File: src/rtl/mod_result_display.sv
// mod_result_display: latch remainder/error, double-dabble to BCD, scan active-low 7-seg with "Er" on error (MOD_DISP_BLINK_EN blinks "Er")
module mod_result_display #(
  parameter int N = 4,
  parameter int DIGITS = 2,
  parameter int REFRESH_DIV = 50000,
  parameter int BLINK_DIV = 25000000
) (
  input  logic              clk,
  input  logic              rst,
  input  logic              result_valid,
  input  logic [N-1:0]      remainder,
  input  logic              error,
  output logic              busy,
  output logic [6:0]        seg,
  output logic [DIGITS-1:0] an
);
  localparam int BW = 4 * DIGITS;
  localparam int CW = N > 1 ? $clog2(N) : 1;
  localparam int RW = REFRESH_DIV > 1 ? $clog2(REFRESH_DIV) : 1;
  localparam int IW = DIGITS > 1 ? $clog2(DIGITS) : 1;
  localparam logic [6:0] BLANK = 7'b1111111;
  typedef enum logic [1:0] {IDLE, CONVERT, LOAD} state_t;
  state_t state;
  logic [N-1:0] bin;
  logic [BW-1:0] bcd, adj;
  logic [CW-1:0] cnt;
  logic err_q;
  logic [6:0] digit [DIGITS];
  logic [6:0] code [DIGITS];
  logic [RW-1:0] ref_cnt;
  logic [IW-1:0] idx;
  logic blank_now;
  if (N < 2 || N > 8 || REFRESH_DIV < 2 || BLINK_DIV < 1 || 10 ** DIGITS <= 2 ** N - 1) begin : g_bad_params
    $error("mod_result_display: illegal parameter combination");
  end
  function automatic logic [6:0] seg7(input logic [3:0] d);
    case (d)
      4'd0: return 7'b1000000;
      4'd1: return 7'b1111001;
      4'd2: return 7'b0100100;
      4'd3: return 7'b0110000;
      4'd4: return 7'b0011001;
      4'd5: return 7'b0010010;
      4'd6: return 7'b0000010;
      4'd7: return 7'b1111000;
      4'd8: return 7'b0000000;
      4'd9: return 7'b0010000;
      default: return BLANK;
    endcase
  endfunction
  always_comb begin
    adj = bcd;
    for (int i = 0; i < DIGITS; i++)
      adj[4*i +: 4] = bcd[4*i +: 4] >= 4'd5 ? bcd[4*i +: 4] + 4'd3 : bcd[4*i +: 4];
  end
  always_comb begin
    logic lead;
    lead = 1'b1;
    for (int i = DIGITS - 1; i >= 0; i--) begin
      lead = lead && bcd[4*i +: 4] == 4'd0 && i != 0;
      code[i] = err_q ? (i == 1 ? 7'b0000110 : i == 0 ? 7'b0101111 : BLANK)
              : lead ? BLANK : seg7(bcd[4*i +: 4]);
    end
  end
  always_ff @(posedge clk) begin
    if (rst) begin
      state <= IDLE;
      busy <= 1'b0;
      err_q <= 1'b0;
      bin <= '0;
      bcd <= '0;
      cnt <= '0;
      for (int i = 0; i < DIGITS; i++) digit[i] <= BLANK;
    end else case (state)
      IDLE: if (result_valid && !busy) begin
        bin <= remainder;
        err_q <= error;
        bcd <= '0;
        cnt <= '0;
        busy <= 1'b1;
        state <= error ? LOAD : CONVERT;
      end
      CONVERT: begin
        {bcd, bin} <= {adj, bin} << 1;
        cnt <= cnt + CW'(1);
        if (cnt == CW'(N - 1)) state <= LOAD;
      end
      LOAD: begin
        for (int i = 0; i < DIGITS; i++) digit[i] <= code[i];
        busy <= 1'b0;
        state <= IDLE;
      end
      default: state <= IDLE;
    endcase
  end
  always_ff @(posedge clk) begin
    if (rst) begin
      ref_cnt <= '0;
      idx <= '0;
      seg <= BLANK;
      an <= ~DIGITS'(1);
    end else begin
      ref_cnt <= ref_cnt == RW'(REFRESH_DIV - 1) ? '0 : ref_cnt + RW'(1);
      if (ref_cnt == RW'(REFRESH_DIV - 1)) idx <= idx == IW'(DIGITS - 1) ? '0 : idx + IW'(1);
      an <= ~(DIGITS'(1) << idx);
      seg <= blank_now ? BLANK : digit[idx];
    end
  end
`ifdef MOD_DISP_BLINK_EN
  localparam int KW = BLINK_DIV > 1 ? $clog2(BLINK_DIV) : 1;
  logic [KW-1:0] blink_cnt;
  logic blink_off, err_disp;
  always_ff @(posedge clk) begin
    if (rst) begin
      blink_cnt <= '0;
      blink_off <= 1'b0;
      err_disp <= 1'b0;
    end else if (state == LOAD) begin
      blink_cnt <= '0;
      blink_off <= 1'b0;
      err_disp <= err_q;
    end else if (blink_cnt == KW'(BLINK_DIV - 1)) begin
      blink_cnt <= '0;
      blink_off <= ~blink_off;
    end else blink_cnt <= blink_cnt + KW'(1);
  end
  assign blank_now = err_disp && blink_off;
`else
  assign blank_now = 1'b0;
`endif
endmodule

File: config.mk
export PLATFORM = sky130hd
export DESIGN_NAME = mod_result_display
export DESIGN_NICKNAME = d
export VERILOG_FILES = /design/src/rtl/mod_result_display.sv
export SDC_FILE = /design/constraint.sdc
export NUM_CORES = 1
export LEC_CHECK = 0
export BUFFER_PORTS_ARGS = -buffer_cell sky130_fd_sc_hd__buf_4
export CAP_MARGIN = 30
export CORE_MARGIN = 2
export CORE_UTILIZATION = 60
export CTS_BUF_LIST = sky130_fd_sc_hd__clkbuf_4
export CTS_CLUSTER_SIZE = 20
export DETAILED_ROUTE_END_ITERATION = 12
export GPL_ROUTABILITY_DRIVEN = 0
export GPL_TIMING_DRIVEN = 0
export PLACE_DENSITY = 0.79
export SYNTH_ARGS = -nofsm -noshare
export SYNTH_HDL_FRONTEND = slang
export SYNTH_SLANG_ARGS = --single-unit
File: constraint.sdc
create_clock -name clk -period 5 [get_ports clk]
set_input_delay 0.75 -clock clk [delete_from_list [all_inputs] [get_ports clk]]
set_output_delay 0.75 -clock clk [all_outputs]
set_load 0.005 [all_outputs]
==> out/metrics.yaml <==
outcome:
  outcome: "finished clean"
detailed_routing:
  vias: 2372
  avgRoutedWirePerCell_um: 13.6
  wirelength_mm: 5.93
  first_pass_iters: 5
  ant_nets: 0
  route.detailed.drc: 0
  via_per_inst: 5.43
  drt_iter0_markers: 140
die:
  die_area_sq_mm: 0.00602
  die_y_um: 77.6
  die_w_um: 77.6
  fp-row-count: 26
  initial_core_util_pct: 62.8
  coreArea_sq_mm: 0.00517
  io_pins: 18
synth:
  syn_inst: 335
  ys_ff_latch: 72
  synth.avg_cell_area_sq_um: 9.69
  syn_nets: 359
  synth-async-reset-ratio_pct: 0
  synth_edf_count: 14
  synthFlopType: "dfxtp_1"
  syn-cell-area_sq_mm: 0.00325
  yosysSeqAreaShare_pct: 48.7
  synth_cell_type_count: 54
  yosysWarnings: 0
global_routing:
  grt_max_degree: 16
  grt_antenna_before_repair: 0
  grt_pass1_wl_mm: 10.3
  grt_pass1_vias: 2337
  track_usage_pct: 21.7
  overflow: 0
timing:
  setup_violations: 0
  finalClockSkew_ns: 0.0168
  layout_setup_ws_ns: 2.34
  fin_tns_setup_ns: 0
  min_period_ns: 2.66
  tightest_slew_ns: 0.800
  period_share_pct: 53.2
  maxSlewHeadroom_pct: 46.6
  slew_viol_final: 0
  fmax_mhz: 376
  rsz0062_at_grt: "false"
  hold_viol_final: 0
clock_tree:
  cts.sinks: 72
  htreeDepth: 3
  cts_tree: "yes"
  cts_setup_buffers: 0
  hold_buffers: 0
  cts.path.max_buffers: 2
  root_buffer: "clkbuf_4"
  cts.clk_slew.worst_paths_ns: 0.11
  numCtsBuffers: 9
  post_cts_resized: 0
  clk-insertion-delay-late_ns: 0.41
hold_path:
  min_to: "seg[3]$_SDFF_PP1_"
  min_from: "digit[0][3]$_SDFFCE_PP1P_"
  worstHoldPathType: "flip-flop to flip-flop"
  min_path_cells: 2
setup_path:
  cp-end-kind: "flip-flop"
  worstPathRequired_ns: 5.27
  r2r_slack_ns: 2.34
  path_max_fanout: 5
  critPathLaunchType: "flip-flop"
  crit_arrival_ns: 2.93
  rr_startpoint: "bcd[0]$_SDFFE_PP0N_"
  reg2regPathDepth: 10
  worst-setup-path-type: "flip-flop to flip-flop"
power:
  power_uw: 1090
  power_density_mw_per_mm2: 302
  ir_drop_v: 0.000181
  leakagePower_uw: 0.00137
finish:
  layout_common_cells: "dfxtp_1 (58), nor2_1 (49), nand2_1 (28)"
  area_growth_syn_to_layout_pct: 11.3
  nets: 386
  final_util_pct: 69.9
  num_antenna_cells: 0
  filler_cell_count: 393
  drive_gt1_share_pct: 13.9
  mostFrequentLayoutCell: "dfxtp_1"
run:
  drv_cap: 0
placement:
  detailedPlacementHpwl_mm: 4.13
  dp_slack_ns: 2.23
  port_buffers: 16
==> power breakdown <==
part	switching [uW]	internal (uW)	total, uW	leakage, uW
logic	44.6	26.8	71.4	0.000709
registers	7.86	604	611	0.000569
clock network	190	218	408	0.0000890
==> per-layer routing <==
metal,part of all wire (%),up-vias,GRT usage (%)
met5,0,-,0
li1,-,1212,-
met4,2.0,0,8.75
met1,46,1103,25.8
met3,3.7,11,6.74
met2,48,46,36.5
==> worst max-delay path by stage <==
stage                                    from         to  slack [ns]  depth (start not counted)
after detailed placement         result_valid  flip-flop        2.23                         12
final                     bcd[0]$_SDFFE_PP0N_  flip-flop        2.34                         10
after CTS                 bcd[0]$_SDFFE_PP0N_  flip-flop        2.37                         10
after global placement           result_valid  flip-flop        2.28                         12
after floorplan                  result_valid  flip-flop        2.63                         11
after global routing      bcd[0]$_SDFFE_PP0N_  flip-flop        2.11                         10
==> cell usage after synthesis (all sizes together) (3+ instances only) <==
master  count  area, sq um
dfxtp      58         1160
nor2       50          195
nand2      30          118
inv        20         75.1
a21oi      18         93.8
ha         16          200
edfxtp     14          420
o21ai      13         65.1
nor3       11         60.1
mux2i      10          100
nand3      10         55.1
xor2        9         78.8
clkbuf      7         26.3
xnor2       7         61.3
or3         6         37.5
buf         5         45.0
a311oi      4         35.0
nand2b      4         40.0
nor3b       4         35.0
a32oi       3         26.3
and2        3         18.8
and3        3         18.8
and4        3         26.3
nand4       3         18.8
==> critical path, cell delays in order (launching register included) <==
cell and delay (ns):
dfxtp_1 0.35, inv_1 0.15, ha_1 0.27, nand2b_4 0.10, a2111oi_4 0.33, a41oi_1 0.09, a21oi_1 0.44, inv_1 0.16
ha_1 0.23, nor3_1 0.29, nor3_1 0.10
==> stage by stage <==
| stage | hold slack (ns) | std cells | instance area [sq um] |
|---|---|---|---|
| 2_1_floorplan | 0.426 | 335 | 3250 |
| 3_3_place_gp | 0.438 | 421 | 3450 |
| 3_5_place_dp | 0.448 | 421 | 3450 |
| 4_1_cts | 0.472 | 437 | 3610 |
| 5_1_grt | 0.484 | 437 | 3610 |
| 6_report | 0.469 | 437 | 3610 |
==> cell type report <==
class / count / area [sq um] / area share (%)
buffer: 12 / 71.3 / 1.97
clock buffer: 12 / 90.1 / 2.49
clock inverter: 4 / 68.8 / 1.90
inverter: 21 / 83.8 / 2.32
multi-input combinational: 230 / 1510 / 41.8
sequential: 72 / 1580 / 43.8
tap: 70 / 87.6 / 2.42
timing repair buffer: 16 / 120 / 3.32
==> cells by family (layout without fill, tap and decap cells) <==
kind of cell,after synthesis,after routing,synth area share (%)
AND/OR/NAND/NOR,136,136,22.1
flip-flops,72,72,48.7
AO/OA/AOI/OAI,52,52,10.9
buffers and inverters,33,65,4.78
adder cells (fa/ha/maj),16,16,6.17
XOR/XNOR,16,16,4.32
multiplexers,10,10,3.08
Note: power is estimated with default switching activity, not from simulation.
